[src/rtl/branch_target_buffer_pkg.sv]
// Shared constants for the branch target buffer: RV32 control-flow opcodes
// and the 2-bit saturating counter encodings.
package branch_target_buffer_pkg;
    localparam logic [6:0] BRANCH = 7'b1100011;
    localparam logic [6:0] JAL    = 7'b1101111;
    localparam logic [6:0] JALR   = 7'b1100111;

    localparam logic [1:0] CNT_SNT = 2'b00;  // strongly not-taken
    localparam logic [1:0] CNT_WNT = 2'b01;  // weakly not-taken
    localparam logic [1:0] CNT_WT  = 2'b10;  // weakly taken
    localparam logic [1:0] CNT_ST  = 2'b11;  // strongly taken

    localparam int IDX_BITS_DEF = 5;
endpackage

[src/rtl/branch_target_buffer_sat_counter2.sv]
// Combinational next-value for a 2-bit saturating counter.
module branch_target_buffer_sat_counter2
    import branch_target_buffer_pkg::*;
(
    input  logic [1:0] cur,
    input  logic       inc,
    input  logic       dec,
    output logic [1:0] nxt
);
    // Step up or down, holding at the rails instead of wrapping.
    always_comb begin
        nxt = cur;
        if (inc && !dec && cur != CNT_ST)
            nxt = cur + 2'd1;
        else if (dec && !inc && cur != CNT_SNT)
            nxt = cur - 2'd1;
    end
endmodule

[src/rtl/branch_target_buffer.sv]
// Direct-mapped, tagged branch target buffer. Combinational lookup for IF,
// single registered update port driven by EX-stage resolution.
module branch_target_buffer
    import branch_target_buffer_pkg::*;
#(
    parameter int         IDX_BITS = IDX_BITS_DEF,
    parameter int         TAG_BITS = 30 - IDX_BITS,
    parameter logic [1:0] CNT_INIT = CNT_WNT
) (
    input  logic        clk,
    input  logic        reset,
    input  logic [31:0] IF_pc,
    output logic [31:0] pc_BTB,
    output logic        pred_hit,
    output logic        pred_taken,
    input  logic        ID_EX_valid,
    input  logic [6:0]  ID_EX_opcode,
    input  logic [31:0] ID_EX_pc,
    input  logic        resolved_taken,
    input  logic [31:0] resolved_target
);
    localparam int ENTRIES = 1 << IDX_BITS;

    logic                valid_q  [ENTRIES];
    logic [TAG_BITS-1:0] tag_q    [ENTRIES];
    logic [31:0]         target_q [ENTRIES];
    logic [1:0]          cnt_q    [ENTRIES];

    // Word-aligned PCs: the two low bits never take part in index or tag.
    logic [3:0] unused_pc_bits;
    assign unused_pc_bits = {IF_pc[1:0], ID_EX_pc[1:0]};

    // ---------------- lookup ----------------
    logic [IDX_BITS-1:0] lk_idx;
    logic [TAG_BITS-1:0] lk_tag;

    assign lk_idx = IF_pc[IDX_BITS+1:2];
    assign lk_tag = IF_pc[31:IDX_BITS+2];

    // Pure function of current table state and IF_pc; updates land after the edge.
    always_comb begin
        pred_hit   = valid_q[lk_idx] && (tag_q[lk_idx] == lk_tag);
        pred_taken = pred_hit && cnt_q[lk_idx][1];
        pc_BTB     = pred_taken ? target_q[lk_idx] : IF_pc + 32'd4;
    end

    // ---------------- update ----------------
    logic [IDX_BITS-1:0] up_idx;
    logic [TAG_BITS-1:0] up_tag;
    logic                is_branch, is_jump, upd_en, taken_eff, up_hit;
    logic [1:0]          cnt_nxt;

    assign up_idx = ID_EX_pc[IDX_BITS+1:2];
    assign up_tag = ID_EX_pc[31:IDX_BITS+2];

    // Classify the EX instruction and check the indexed entry for a tag hit.
    always_comb begin
        is_branch = (ID_EX_opcode == BRANCH);
        is_jump   = (ID_EX_opcode == JAL) || (ID_EX_opcode == JALR);
        upd_en    = ID_EX_valid && (is_branch || is_jump);
        taken_eff = is_jump || resolved_taken;
        up_hit    = valid_q[up_idx] && (tag_q[up_idx] == up_tag);
    end

    branch_target_buffer_sat_counter2 u_cnt (
        .cur (cnt_q[up_idx]),
        .inc (taken_eff),
        .dec (!taken_eff),
        .nxt (cnt_nxt)
    );

    // Table write: reset clears everything and drops any concurrent update.
    always_ff @(posedge clk) begin
        if (reset) begin
            for (int i = 0; i < ENTRIES; i++) begin
                valid_q[i]  <= 1'b0;
                tag_q[i]    <= '0;
                target_q[i] <= '0;
                cnt_q[i]    <= CNT_INIT;
            end
        end else if (upd_en) begin
            if (up_hit) begin
                if (is_jump) begin
                    // JALR may move every time, so always refresh the target.
                    cnt_q[up_idx]    <= CNT_ST;
                    target_q[up_idx] <= resolved_target;
                end else begin
                    cnt_q[up_idx] <= cnt_nxt;
                    if (taken_eff)
                        target_q[up_idx] <= resolved_target;
                end
            end else if (taken_eff) begin
                // Allocate on taken only; a not-taken miss leaves any alias alone.
                valid_q[up_idx]  <= 1'b1;
                tag_q[up_idx]    <= up_tag;
                target_q[up_idx] <= resolved_target;
                cnt_q[up_idx]    <= is_jump ? CNT_ST : CNT_WT;
            end
        end
    end
endmodule

[config.mk]
export PLATFORM = sky130hd
export DESIGN_NAME = branch_target_buffer
export DESIGN_NICKNAME = d
export VERILOG_FILES = /design/src/rtl/branch_target_buffer_pkg.sv /design/src/rtl/branch_target_buffer_sat_counter2.sv /design/src/rtl/branch_target_buffer.sv
export SDC_FILE = /design/constraint.sdc
export NUM_CORES = 2
export LEC_CHECK = 0
export ABC_CLOCK_PERIOD_IN_PS = 8630
export CORE_UTILIZATION = 63
export CTS_BUF_LIST = sky130_fd_sc_hd__clkbuf_8 sky130_fd_sc_hd__clkbuf_16
export DETAILED_ROUTE_END_ITERATION = 10
export PLACE_DENSITY_LB_ADDON = 0.25
export SYNTH_ARGS = -nofsm -noshare
export SYNTH_HDL_FRONTEND = slang
export SYNTH_SLANG_ARGS = --single-unit
[constraint.sdc]
create_clock -name clk -period 8.63 [get_ports clk]
set_clock_uncertainty 0.1 [all_clocks]
set_input_delay 2.1575 -clock clk [delete_from_list [all_inputs] [get_ports clk]]
set_output_delay 2.1575 -clock clk [all_outputs]
set_load 0.02 [all_outputs]
# Yosys cells after proc, flatten, opt, wreduce, memory -nomap -nowiden
# Memory sizes are Yosys's and may differ from the RTL's.
# Cells that the tools add are included.
[totals] register_bits=0 ram_bits=1920 input_bits=107 out_inout_bits=34 elab_cells=74 n_memories=4
[mem_list] name="target_q" depth=32 width=32 read_ports=1 rd_clocked_by_memory_dff=0 wr=32 line="branch_target_buffer.sv:26" rtl="logic [31:0] target_q [ENTRIES];"
[mem_list] name="tag_q" depth=32 width=25 read_ports=2 rd_clocked_by_memory_dff=0 wr=32 line="branch_target_buffer.sv:25" rtl="logic [TAG_BITS-1:0] tag_q [ENTRIES];"
[mem_list] name="cnt_q" depth=32 width=2 read_ports=2 rd_clocked_by_memory_dff=0 wr=32 line="branch_target_buffer.sv:27" rtl="logic [1:0] cnt_q [ENTRIES];"
[mem_list] name="valid_q" depth=32 width=1 read_ports=2 rd_clocked_by_memory_dff=0 wr=32 line="branch_target_buffer.sv:24" rtl="logic valid_q [ENTRIES];"
[op_classes] n_addsub=3 eq_ne=6 n_mux=42 n_bitwise=4 n_reduce_logical=15
[ops] op="2-to-1 mux 32 bit" n=4
[ops] op="equality test 25 bit" n=2
[ops] op="adder 32 x 3 -> 32 bit (second input constant)" n=1
[ops] op="OR reduction 32 bit" n=1
[ops] op="2-to-1 mux 1 bit" n=28
[ops] op="2-to-1 mux 25 bit" n=1
[ops] op="OR reduction 25 bit" n=1
[ops] op="equality test 7 bit (second input constant)" n=3
[ops] op="2-to-1 mux 5 bit" n=4
[ops] op="2-to-1 mux 2 bit" n=5
[ops] op="logical AND 1 bit" n=6
[ops] op="bitwise OR 1 bit" n=4
[ops] op="logical OR 1 bit" n=3
[ops] op="adder 2 x 1 -> 2 bit (second input constant)" n=1
[ops] op="inequality test 2 bit (second input constant)" n=1
[ops] op="nonzero test 2 bit" n=1
[ops] op="OR reduction 2 bit" n=1
[ops] op="subtractor 2 x 1 -> 2 bit (second input constant)" n=1
[ops] op="logical NOT 1 bit" n=1
[ops] op="OR reduction 1 bit" n=1

# Depth between registers and ports, before layout
[depth] depth_word=13 mapped_depth=17 mapped_depth_nobuf=11

# Hierarchy
# A second synthesis with hierarchy kept.
[unflattened] cells_unflattened=6724 hier_area_um2=95882.0
[modules_own_cells] module="branch_target_buffer" n_inst=1 cells_each=6708 area_per_inst_um2=95780.6 seq_area_each_um2=57335.0
[modules_own_cells] module="branch_target_buffer_sat_counter2" n_inst=1 cells_each=16 area_per_inst_um2=101.3 seq_area_each_um2=0.0

# Worst setup path after synthesis
# OpenSTA, ideal clock, no wires.
[synth_path] kind="input-to-output" from="input IF_pc[2]" to="output pc_BTB[10]" arrival_time_ns=5.680 slack_ns=0.693 cell_stages=13 n_path_buf=9 cell_sequence="buf_2 buf_4 buf_4 buf_2 buf_2 buf_2 clkbuf_1 buf_2 buf_2 mux4_2 mux4_2 a211oi_1 a21oi_1"
[synth_via] elab_chain_len=5 word_cells_on_any_way=9
[synth_lines] element="start: declaration" line="branch_target_buffer.sv:12" rtl="input logic [31:0] IF_pc,"
[synth_lines] element="memory read (32 x 25 bit)"
[synth_lines] element="equality test 25 bit" line="branch_target_buffer.sv:42" rtl="pred_hit = valid_q[lk_idx] && (tag_q[lk_idx] == lk_tag);"
[synth_lines] element="logical AND 1 bit" line="branch_target_buffer.sv:42"
[synth_lines] element="logical AND 1 bit" line="branch_target_buffer.sv:43" rtl="pred_taken = pred_hit && cnt_q[lk_idx][1];"
[synth_lines] element="2-to-1 mux 32 bit *" line="branch_target_buffer.sv:44" rtl="pc_BTB = pred_taken ? target_q[lk_idx] : IF_pc + 32'd4;"
[synth_lines] element="end: declaration" line="branch_target_buffer.sv:13" rtl="output logic [31:0] pc_BTB,"
# Every way passes the cells marked *; elsewhere a longest branch is shown, timed or not.

# Final worst setup path
[layout_path] from="input IF_pc[3]" to="output pc_BTB[12]"
# Same word-level chain as after synthesis.

==> run_results.csv <==
group,metric,value,unit
outcome,status,"finished with violations",
outcome,violations,"negative setup slack",
timing,period_share,101,%
die,core,146000,sq um
critical_path,critPathRequiredTime,6370,ps
die,ios,141,
worst_hold_path,holdCritPathClass,"reg2reg",
clock_tree,clk_latency,860,ps
timing,hold_viol_final,0,
pwr,power.total,21.5,mW
critical_path,path_max_fanout,23,
finish,final_area,105000,sq um
critical_path,crit_type,"in2out",
clock_tree,htree_levels,4,
die,die_w,387,um
global_routing,grt_pass1_vias,63279,
critical_path,cpLargestDelayFamily,"buffers and inverters",
drt,wl_per_cell,37.7,um
drt,initialDrtViolationCount,12821,
die,rows,140,
global_routing,grt_overflow,0,
timing,drv_slew,0,
clock_tree,cts_hold_buf,0,
pwr,power.density,204,nW/um^2
global_routing,globalRouteTotalUtil,42.5,%
finish,layout-drive-gt1-share,23.1,%
synth,synth_top_area_share,60.8,%
synth,synthFlopType,"edfxtp_1",
synth,ys_ff_latch,1920,
synth,synthCells,6349,
critical_path,worst-path-buf-inv,8,
synth,synth_area_leaders,"edfxtp_1 61%, mux4_2 17%, and3_1 4.6%",
drt,num_vias,64548,
finish,fillerInstances,8833,
drt,dr.pass1.iters,7,
synth,seq_area_frac_synth,61.5,%
synth,yosysTopAreaCell,"edfxtp_1",
timing,setup_viol,10,
global_routing,grt-busiest-layer,"met2",
flow_run,max_cap_violations,0,
clock_tree,clockBufferDepth,3,
timing,worst_slack,-101,ps
critical_path,cp_slowest_cell,"a21oi_1",
die,dieArea,149000,sq um
placement,io_buffer_count,138,
critical_path,cpMostUsedCell,"buf_4",
critical_path,crit_chain,"buf_8 -> buf_12 -> nand3_1 -> buf_4 -> o22ai_1 -> a2111oi_2 -> a21oi_1 -> xnor2_1 -> nand4_1 -> buf_4 -> nor3_2 -> nand4bb_4 -> buf_4 -> buf_4 -> a211oi_1 -> buf_4 -> a21oi_1 -> clkdlybuf4s50_1",
synth,synth_edf_count,1888,
global_routing,grt_first_pass_wirelength,447000,um
timing,tns,-333,ps
placement,dpl_cell_area,98900,sq um
finish,synthToLayoutAreaGrowth,13.0,%
clock_tree,root_buffer,"clkbuf_16",
placement,place_ws,-406,ps
timing,min_period,8730,ps
global_routing,met2_usage,61.6,%
clock_tree,cts_made_buffers,189,
synth,yosysWarnings,0,
placement,place_congestion,0.943,
drt,drcViolationCount,0,
global_routing,met3_usage,16.2,%
clock_tree,cts_tree,"built",
synth,avgSynthCellArea,14.7,sq um
synth,async_reset_ff_share,0,%
critical_path,critical_path_arrival,6470,ps
synth,netlist_area,93200,sq um
drt,routed_via_density,7.65,
global_routing,use_met1,54.7,%
drt,postRouteAntennaNets,0,
die,die_h,387,um
clock_tree,clock-sinks,1920,
pwr,ir_worst_vdd,0.215,mV
timing,fmax,115,MHz
placement,dp_hpwl,184000,um
timing,slew_headroom,7.88,%
critical_path,end_kind,"primary output",
synth,synth_cell_types,61,
critical_path,crit_path_start_kind,"input pin",
pwr,leakagePower,37.8,nW
finish,final_common_cell,"edfxtp_1",
clock_tree,clk_pin_slew,70,ps
finish,finish.utilization,72.0,%
finish,nets,6465,
timing,tightestPinTransition,1380,ps
drt,wirelength,319000,um
global_routing,grt_max_degree,239,
global_routing,grt_antenna_before_repair,20,
critical_path,critical_path.max_stage_delay,640,ps
synth,synth_nets,6459,
die,start_util,63.7,%
finish,final_cell_mix,"1888 x edfxtp_1, 857 x nor2_1, 696 x mux4_2",
[worst reg2reg max path, cell delays in order (launching register included)]
cell and delay [ps]:
edfxtp_1 400, mux4_2 500, a22oi_1 290, nand4_1 160, xor2_1 220, nor4_1 640, nand4_1 210, buf_4 220
or4_2 870, and2_1 260, nand2b_1 420, o21bai_1 430
[report_power, final]
group / leakage (nW) / switching, mW / internal, mW
Sequential: 18.2 / 0.185 / 10.7
Combinational: 16.5 / 1.35 / 0.919
Clock: 3.15 / 3.71 / 4.69
[synth_stat cells, types with 12 or more instances]
| cell type | n |
|---|---|
| nand2b_1 | 42 |
| buf_2 | 88 |
| dfxtp_1 | 32 |
| nand3_1 | 65 |
| a22oi_1 | 150 |
| edfxtp_1 | 1888 |
| xnor2_1 | 42 |
| o21bai_1 | 52 |
| xor2_1 | 35 |
| nand2_1 | 151 |
| nor2b_1 | 12 |
| a211oi_1 | 44 |
| o21ai_0 | 38 |
| mux4_2 | 696 |
| o221ai_1 | 17 |
| and2_1 | 385 |
| and3_1 | 682 |
| clkbuf_1 | 562 |
| inv_1 | 40 |
| buf_1 | 32 |
| nand4_1 | 41 |
| o22ai_1 | 26 |
| nor2_1 | 891 |
| buf_4 | 15 |
| a21oi_1 | 64 |
| mux2i_1 | 146 |
| or2_2 | 12 |
[flip-flops by register name (all words and copies together), names as in the netlist]
name,flops
target_q,1024
tag_q,800
cnt_q,64
valid_q,32
[what timing repair did]
item                                    4_1_cts  5_1_grt
endpoints found under the setup margin       32       33
cloned                                        0        0
buffers inserted                              0        1
hold endpoints to repair                      0        0
resized for setup                             5       18
pin swaps                                     0        2
[stage by stage]
stage | hold slack (ps) | std cells
floorplan | 352 | 6349
global placement | 369 | 8080
detailed placement | 381 | 8080
CTS | 389 | 8426
global route | 414 | 8430
finish | 395 | 8440
[routing by layer]
| layer | part of all wire [%] | wire, um |
|---|---|---|
| met1 | 31 | 100000 |
| met5 | 0.034 | 109 |
| met4 | 7.2 | 22900 |
| met3 | 18 | 57000 |
| met2 | 43 | 138000 |
[worst paths after layout]
check                                   start            to  slack [ps]  cells after the start
worst min-delay path              valid_q[13]   valid_q[13]         400                      2
worst max-delay path                 IF_pc[3]    pc_BTB[12]        -100                     18
worst max register to register  tag_q[28][10]  cnt_q[21][0]        3600                     11
worst min register to register    valid_q[13]   valid_q[13]         400                      2
[cell type report]
cell class / instances / area [sq um] / area share [%]
repair buffers: 515 / 5570 / 5.29
clock buffers: 193 / 4810 / 4.56
inverters: 42 / 158 / 0.150
well taps: 1917 / 2400 / 2.28
multi-input cells: 3687 / 33600 / 31.9
clock inverters: 153 / 1440 / 1.36
flip-flops and latches: 1920 / 57300 / 54.4
diodes: 13 / 32.5 / 0.0309
[cells by family (layout without fill, tap and decap cells)]
logic type	count (synthesis)	in the layout	synth area share (%)
AO/OA/AOI/OAI	431	431	3.22
XOR/XNOR	77	77	0.724
adder cells (fa/ha/maj)	3	3	0.0403
buffers and inverters	742	903	3.19
flip-flops	1920	1920	61.5
multiplexers	854	854	18.5
other	0	13	0
AND/OR/NAND/NOR	2322	2322	12.7
(Power assumes the default switching activity.)
